$ cat config.mk
export PLATFORM = sky130hd
export DESIGN_NAME = mem_multi_bank
export DESIGN_NICKNAME = d
export VERILOG_FILES = /design/src/rtl/mem_pkg.sv /design/src/rtl/mem_clear_sequencer.sv /design/src/rtl/mem_multi_bank.sv
export SDC_FILE = /design/constraint.sdc
export NUM_CORES = 1
export LEC_CHECK = 0
export ABC_AREA = 1
export BUFFER_PORTS_ARGS = -buffer_cell sky130_fd_sc_hd__buf_4
export CAP_MARGIN = 10
export CORE_MARGIN = 3
export CORE_UTILIZATION = 55
export DETAILED_ROUTE_END_ITERATION = 10
export PLACE_DENSITY = 0.73
export SYNTH_ARGS = -nofsm -noshare
export SYNTH_HDL_FRONTEND = slang
export SYNTH_SLANG_ARGS = --single-unit
$ cat constraint.sdc
create_clock -name clk -period 1.9 [get_ports clk]
set_input_delay 0 -clock clk [delete_from_list [all_inputs] [get_ports clk]]
set_output_delay 0 -clock clk [all_outputs]
set_load 0.01 [all_outputs]
$ cat src/rtl/mem_pkg.sv
// ============================================================================
//  Module      : mem_pkg
//  Description : Shared types and helpers for the banked simple-dual-port RAM
//                and its clear sequencer.
//  Revision    : 1.0 - initial release
// ============================================================================
`default_nettype none

package mem_pkg;

  // Clear sequencer states: IDLE serves external traffic, CLEAR sweeps memory.
  typedef enum logic [0:0] {
    IDLE  = 1'b0,
    CLEAR = 1'b1
  } mem_clr_state_t;

  localparam int c_MAX_OUTPUT_DELAY = 2;

  // Legal read latencies are 0 (async), 1 and 2 register stages.
  function automatic bit output_delay_ok(input int od);
    return (od >= 0) && (od <= c_MAX_OUTPUT_DELAY);
  endfunction

  // Banks are laid out back to back in one flat storage array.
  function automatic int unsigned flat_addr(input int unsigned bank,
                                            input int unsigned addr,
                                            input int unsigned depth);
    return bank * depth + addr;
  endfunction

endpackage

`default_nettype wire

$ cat src/rtl/mem_clear_sequencer.sv
// ============================================================================
//  Module      : mem_clear_sequencer
//  Description : Sweeps every flat word address once, emitting a write strobe
//                per cycle, after reset or on a clr pulse. A clr during a
//                sweep restarts it from address 0.
//  Revision    : 1.0 - initial release
// ============================================================================
`default_nettype none

module mem_clear_sequencer
  import mem_pkg::*;
#(
  parameter int unsigned WORDS  = 32,
  parameter int unsigned ADDR_W = 5
) (
  input  logic              clk,
  input  logic              reset,
  input  logic              clr,
  output logic              busy,
  output logic              clr_we,
  output logic [ADDR_W-1:0] clr_addr
);

  localparam logic [ADDR_W-1:0] c_LAST = ADDR_W'(WORDS - 1);

  mem_clr_state_t    state_q;
  logic [ADDR_W-1:0] cnt_q;
  logic              busy_q;

  // Sweep FSM: reset parks in CLEAR at address 0 so a full sweep follows release.
  always_ff @(posedge clk) begin
    if (reset) begin
      state_q <= CLEAR;
      cnt_q   <= '0;
      busy_q  <= 1'b1;
    end else begin
      case (state_q)
        IDLE: begin
          if (clr) begin
            state_q <= CLEAR;
            cnt_q   <= '0;
            busy_q  <= 1'b1;
          end
        end
        CLEAR: begin
          if (clr) begin
            cnt_q <= '0;
          end else if (cnt_q == c_LAST) begin
            state_q <= IDLE;
            busy_q  <= 1'b0;
          end else begin
            cnt_q <= cnt_q + 1'b1;
          end
        end
        default: begin
          state_q <= IDLE;
          busy_q  <= 1'b0;
        end
      endcase
    end
  end

  assign busy     = busy_q;
  assign clr_we   = (state_q == CLEAR);
  assign clr_addr = cnt_q;

endmodule

`default_nettype wire

$ cat src/rtl/mem_multi_bank.sv
// ============================================================================
//  Module      : mem_multi_bank
//  Description : Banked simple-dual-port RAM with selectable read latency
//                (0/1/2), optional write-first bypass and a built-in clear
//                sweep to DEFAULT_VALUE.
//  Revision    : 1.0 - initial release
// ============================================================================
`default_nettype none

module mem_multi_bank
  import mem_pkg::*;
#(
  parameter int                    DATA_WIDTH    = 8,
  parameter int                    DEPTH         = 16,
  parameter int                    NUM_BANKS     = 2,
  parameter int                    OUTPUT_DELAY  = 1,
  parameter int                    BYPASS        = 0,
  parameter logic [DATA_WIDTH-1:0] DEFAULT_VALUE = '0
) (
  input  logic                                             clk,
  input  logic                                             reset,
  input  logic                                             clr,
  output logic                                             busy,
  input  logic                                             wea,
  input  logic [((NUM_BANKS > 1) ? $clog2(NUM_BANKS) : 1)-1:0] bank_a,
  input  logic [$clog2(DEPTH)-1:0]                         addra,
  input  logic [DATA_WIDTH-1:0]                            dia,
  input  logic                                             reb,
  input  logic [((NUM_BANKS > 1) ? $clog2(NUM_BANKS) : 1)-1:0] bank_b,
  input  logic [$clog2(DEPTH)-1:0]                         addrb,
  output logic [DATA_WIDTH-1:0]                            dob,
  output logic                                             dob_valid
);

  localparam int c_BANK_W = (NUM_BANKS > 1) ? $clog2(NUM_BANKS) : 1;
  localparam int c_ADDR_W = $clog2(DEPTH);
  localparam int c_WORDS  = NUM_BANKS * DEPTH;
  localparam int c_FLAT_W = $clog2(c_WORDS);

  if (!output_delay_ok(OUTPUT_DELAY)) begin : g_bad_output_delay
    $error("mem_multi_bank: OUTPUT_DELAY must be 0, 1 or 2");
  end

  // With a single bank the select bit carries no information.
  function automatic logic [c_FLAT_W-1:0] to_flat(input logic [c_BANK_W-1:0] bank,
                                                  input logic [c_ADDR_W-1:0] addr);
    int unsigned b;
    b = (NUM_BANKS > 1) ? 32'(bank) : 32'd0;
    return c_FLAT_W'(flat_addr(b, 32'(addr), DEPTH));
  endfunction

  logic                  w_busy;
  logic                  w_clr_we;
  logic [c_FLAT_W-1:0]   w_clr_addr;
  logic [c_FLAT_W-1:0]   w_flat_a;
  logic [c_FLAT_W-1:0]   w_flat_b;
  logic                  w_ext_we;
  logic                  w_wr_en;
  logic [c_FLAT_W-1:0]   w_wr_addr;
  logic [DATA_WIDTH-1:0] w_wr_data;
  logic                  w_collide;
  logic [DATA_WIDTH-1:0] w_rd_data;
  logic [DATA_WIDTH-1:0] mem_q [c_WORDS];

  mem_clear_sequencer #(
    .WORDS  (c_WORDS),
    .ADDR_W (c_FLAT_W)
  ) u_clear_seq (
    .clk      (clk),
    .reset    (reset),
    .clr      (clr),
    .busy     (w_busy),
    .clr_we   (w_clr_we),
    .clr_addr (w_clr_addr)
  );

  assign busy      = w_busy;
  assign w_flat_a  = to_flat(bank_a, addra);
  assign w_flat_b  = to_flat(bank_b, addrb);

  // The sweep owns the write port while busy; external writes are dropped then.
  assign w_ext_we  = wea & ~w_busy;
  assign w_wr_en   = w_busy ? w_clr_we : w_ext_we;
  assign w_wr_addr = w_busy ? w_clr_addr : w_flat_a;
  assign w_wr_data = w_busy ? DEFAULT_VALUE : dia;

  // Storage: one write per cycle, no reset so it maps onto block RAM.
  always_ff @(posedge clk) begin
    if (w_wr_en) begin
      mem_q[w_wr_addr] <= w_wr_data;
    end
  end

  // Read data before the output stages: the array itself yields old data on a
  // collision, so only write-first needs an explicit forward of dia.
  assign w_collide = w_ext_we && (w_flat_a == w_flat_b);
  assign w_rd_data = w_busy                      ? DEFAULT_VALUE :
                     ((BYPASS != 0) && w_collide) ? dia           :
                                                    mem_q[w_flat_b];

  if (OUTPUT_DELAY == 0) begin : g_async
    logic w_unused_reb;
    assign w_unused_reb = reb;
    assign dob          = w_rd_data;
    assign dob_valid    = 1'b1;
  end else begin : g_sync
    logic [DATA_WIDTH-1:0] dob1_q;
    logic                  val1_q;

    // First read stage: captures on reb, holds otherwise.
    always_ff @(posedge clk) begin
      if (reset) begin
        dob1_q <= DEFAULT_VALUE;
        val1_q <= 1'b0;
      end else begin
        val1_q <= reb;
        if (reb) begin
          dob1_q <= w_rd_data;
        end
      end
    end

    if (OUTPUT_DELAY == 1) begin : g_one
      assign dob       = dob1_q;
      assign dob_valid = val1_q;
    end else begin : g_two
      logic [DATA_WIDTH-1:0] dob2_q;
      logic                  val2_q;

      // Second stage advances every cycle, refreshing data only behind a valid.
      always_ff @(posedge clk) begin
        if (reset) begin
          dob2_q <= DEFAULT_VALUE;
          val2_q <= 1'b0;
        end else begin
          val2_q <= val1_q;
          if (val1_q) begin
            dob2_q <= dob1_q;
          end
        end
      end

      assign dob       = dob2_q;
      assign dob_valid = val2_q;
    end
  end

endmodule

`default_nettype wire

==> flow_metrics.py <==
metrics = {
    "outcome": {
        "outcome": "completed",
    },
    "yosys": {
        "syn-num-nets": 1056,
        "yosys_warnings": 0,
        "yosys-top-cells-area": "edfxtp_1 (68%), nand2_1 (14%), nand3_1 (8.5%), dfxtp_1 (2.9%), nor2_1 (1.7%)",
        "syn_area_mm2": 0.01123,
        "seq_area_frac_synth_pct": 71.29,
        "ys_seq_elements": 272,
        "netlist_instances": 1031,
        "syn_avg_cell_area_um2": 10.89,
        "synth_top_area_share_pct": 68.44,
        "synth_cell_type_count": 17,
        "synth_area_leader_cell": "edfxtp_1",
    },
    "route": {
        "postRouteAntennaNets": 0,
        "drc": 0,
        "vias_per_cell": 5.607,
        "drt_iter0_drc": 836,
        "vias": 7788,
        "routedWlPerCell_um": 20.14,
        "drt_wl_total_mm": 27.98,
        "dr.pass1.iters": 5,
    },
    "placed_design": {
        "portBuffers": 32,
        "hpwl_mm": 17.25,
        "place_congestion": 0.9105,
        "dp_slack_ps": -364.8,
    },
    "setup_path": {
        "critPathKind": "reg -> reg",
        "worst-path-max-fanout": 8,
        "critPathLaunchType": "register",
        "reg2regPathDepth": 7,
        "required_ps": 2130,
        "regToRegStartpoint": "u_clear_seq.busy",
        "r2r_end": "mem_q[3][0]",
        "cp.arrival_ps": 2030,
        "setup.worst_path.end_class": "register",
        "rrSetupSlack_ps": 110,
    },
    "pwr": {
        "totalPowerFinal_mw": 13.19,
        "cellPowerDensity_mw_per_mm2": 1003,
        "leakagePower_nw": 5.179,
        "ir_drop_uv": 667.0,
    },
    "die": {
        "die_x_um": 148.9,
        "row_count": 51,
        "start_util_pct": 56.78,
        "io_pins": 33,
        "die_y_um": 148.9,
        "core_area_mm2": 0.01978,
        "dieArea_mm2": 0.02217,
    },
    "sta": {
        "rsz0062_at_grt": "false",
        "timing.slew.headroom_pct": 61.80,
        "drv_slew": 0,
        "setup_ws_ps": 106.8,
        "fin_crit_ps": 1793,
        "fin_skew_ps": 7.872,
        "timing.setup.tns_ps": 0,
        "max_freq_mhz": 557.7,
        "hold_viol": 0,
        "finalCritPeriodShare_pct": 94.38,
        "setup_violations": 0,
        "worstMarginPinSlew_ps": 573.0,
    },
    "clocking": {
        "clk_transition_reported_paths_ps": 60,
        "root_buffer": "clkbuf_16",
        "numCtsBuffers": 27,
        "worst_skew_pair.late_latency_ps": 530,
        "cts_buffer_depth": 3,
        "htreeDepth": 1,
        "clock-sinks": 272,
        "cts_tree": "done",
    },
    "cells_and_area": {
        "multi_input_comb_area_mm2": 0.002874,
        "final_cell_mix": "nand2_1 (406), edfxtp_1 (256), nand3_1 (190)",
        "area_growth_pct": 17.13,
        "fill_cells": 1486,
        "final_common_cell": "nand2_1",
        "seq_area_mm2": 0.008011,
        "layout-drive-gt1-share_pct": 14.32,
        "nNetsFinal": 1129,
        "n_antenna_cell": 0,
    },
    "global_route": {
        "grt_max_degree": 129,
        "grt_use_total_pct": 25.65,
        "gr-total-overflow": 0,
        "antenna_found_initial": 0,
        "grt_pass1_vias": 7562,
        "grt_pass1_wl_mm": 42.68,
    },
    "worst_hold_path": {
        "hold_start": "bank_b",
        "hp-class": "in -> reg",
        "holdPathEnd": "dob[3]",
        "worstHoldPathCells": 5,
    },
    "run": {
        "maxCapViolations": 0,
    },
}
-- logic make-up (layout without fill, tap and decap cells) --
family,Yosys count,count (layout),share of synthesized area (%)
AND/OR/NAND/NOR,651,651,23.92
adder cells (fa/ha/maj),2,2,0.2228
flip-flops,272,272,71.29
AO/OA/AOI/OAI,24,24,1.069
buffers and inverters,82,175,3.498
-- how the worst max path moves through the flow --
stage,from,to,slack [ps]
floorplan,u_clear_seq.busy,mem_q[0][0],50
global placement,u_clear_seq.busy,mem_q[28][1],-300
detailed placement,u_clear_seq.busy,mem_q[29][6],-360
CTS,u_clear_seq.busy,mem_q[22][4],20
global route,u_clear_seq.busy,mem_q[3][2],20
finish,u_clear_seq.busy,mem_q[3][0],110
-- final cells by class --
class | instances | share of cell area, %
Clock inverter | 20 | 2.511
Multi-Input combinational cell | 677 | 21.84
Sequential cell | 272 | 60.89
Tap cell | 265 | 2.520
Inverter | 27 | 0.7798
Timing Repair Buffer | 99 | 6.182
Clock buffer | 29 | 5.269
-- metrics by stage --
| step | instances | utilization, % | hold slack (ps) | area, um2 |
|---|---|---|---|---|
| floorplan | 1031 | - | 132.0 | 11230 |
| global placement | 1334 | 60.94 | 256.4 | 12050 |
| detailed placement | 1334 | 60.94 | 266.9 | 12050 |
| CTS | 1387 | 66.39 | 26.47 | 13130 |
| global route | 1389 | 66.51 | 76.79 | 13160 |
| finish | 1389 | 66.51 | 38.57 | 13160 |
-- critical path, cell delays in order (launching register included) --
cell     delay [ps]
dfxtp_4         380
inv_1            80
or2_2           270
o21ai_0         110
buf_4           190
nand2_1         130
nor2_1          160
buf_4           190
-- cell usage after synthesis (all sizes together) --
cell type	number
nand2	408
edfxtp	256
nand3	190
nor2	51
buf	48
inv	26
dfxtp	16
o21ai	13
a21oi	11
clkbuf	7
ha	2
clkinv	1
nand4	1
or2	1
-- per-layer routing --
| layer | part of all wire [%] | wire, um | up-vias | global-route usage [%] |
|---|---|---|---|---|
| li1 | - | - | 3670 | - |
| met1 | 41 | 11550 | 3654 | 36.91 |
| met2 | 45 | 12690 | 395 | 39.24 |
| met3 | 9.8 | 2730 | 69 | 4.953 |
| met4 | 3.6 | 1013 | 0 | 9.931 |
| met5 | 0 | 0 | - | 0 |
-- flip-flops by register name (all words and copies together), names as in the netlist --
| signal | flops |
|---|---|
| u_clear_seq.clr_we | 1 |
| mem_q | 256 |
| dob_valid | 1 |
| u_clear_seq.clr_addr | 5 |
| u_clear_seq.busy | 1 |
| dob | 8 |
-- power by group --
group / internal [mW] / switching [mW] / total, mW
Combinational: 0.211 / 0.452 / 0.663
Sequential: 6.48 / 0.00758 / 6.49
Clock: 3.85 / 2.19 / 6.04
Total: 10.5 / 2.65 / 13.2
-- timing repair --
item | CTS | global route
pin swaps | 0 | 1
hold buffers | 4 | 0
endpoints found under the setup margin | 256 | 240
gates resized for setup | 7 | 8
hold endpoints to repair | 16 | 0
setup buffers | 0 | 2
(Power assumes the default switching activity.)
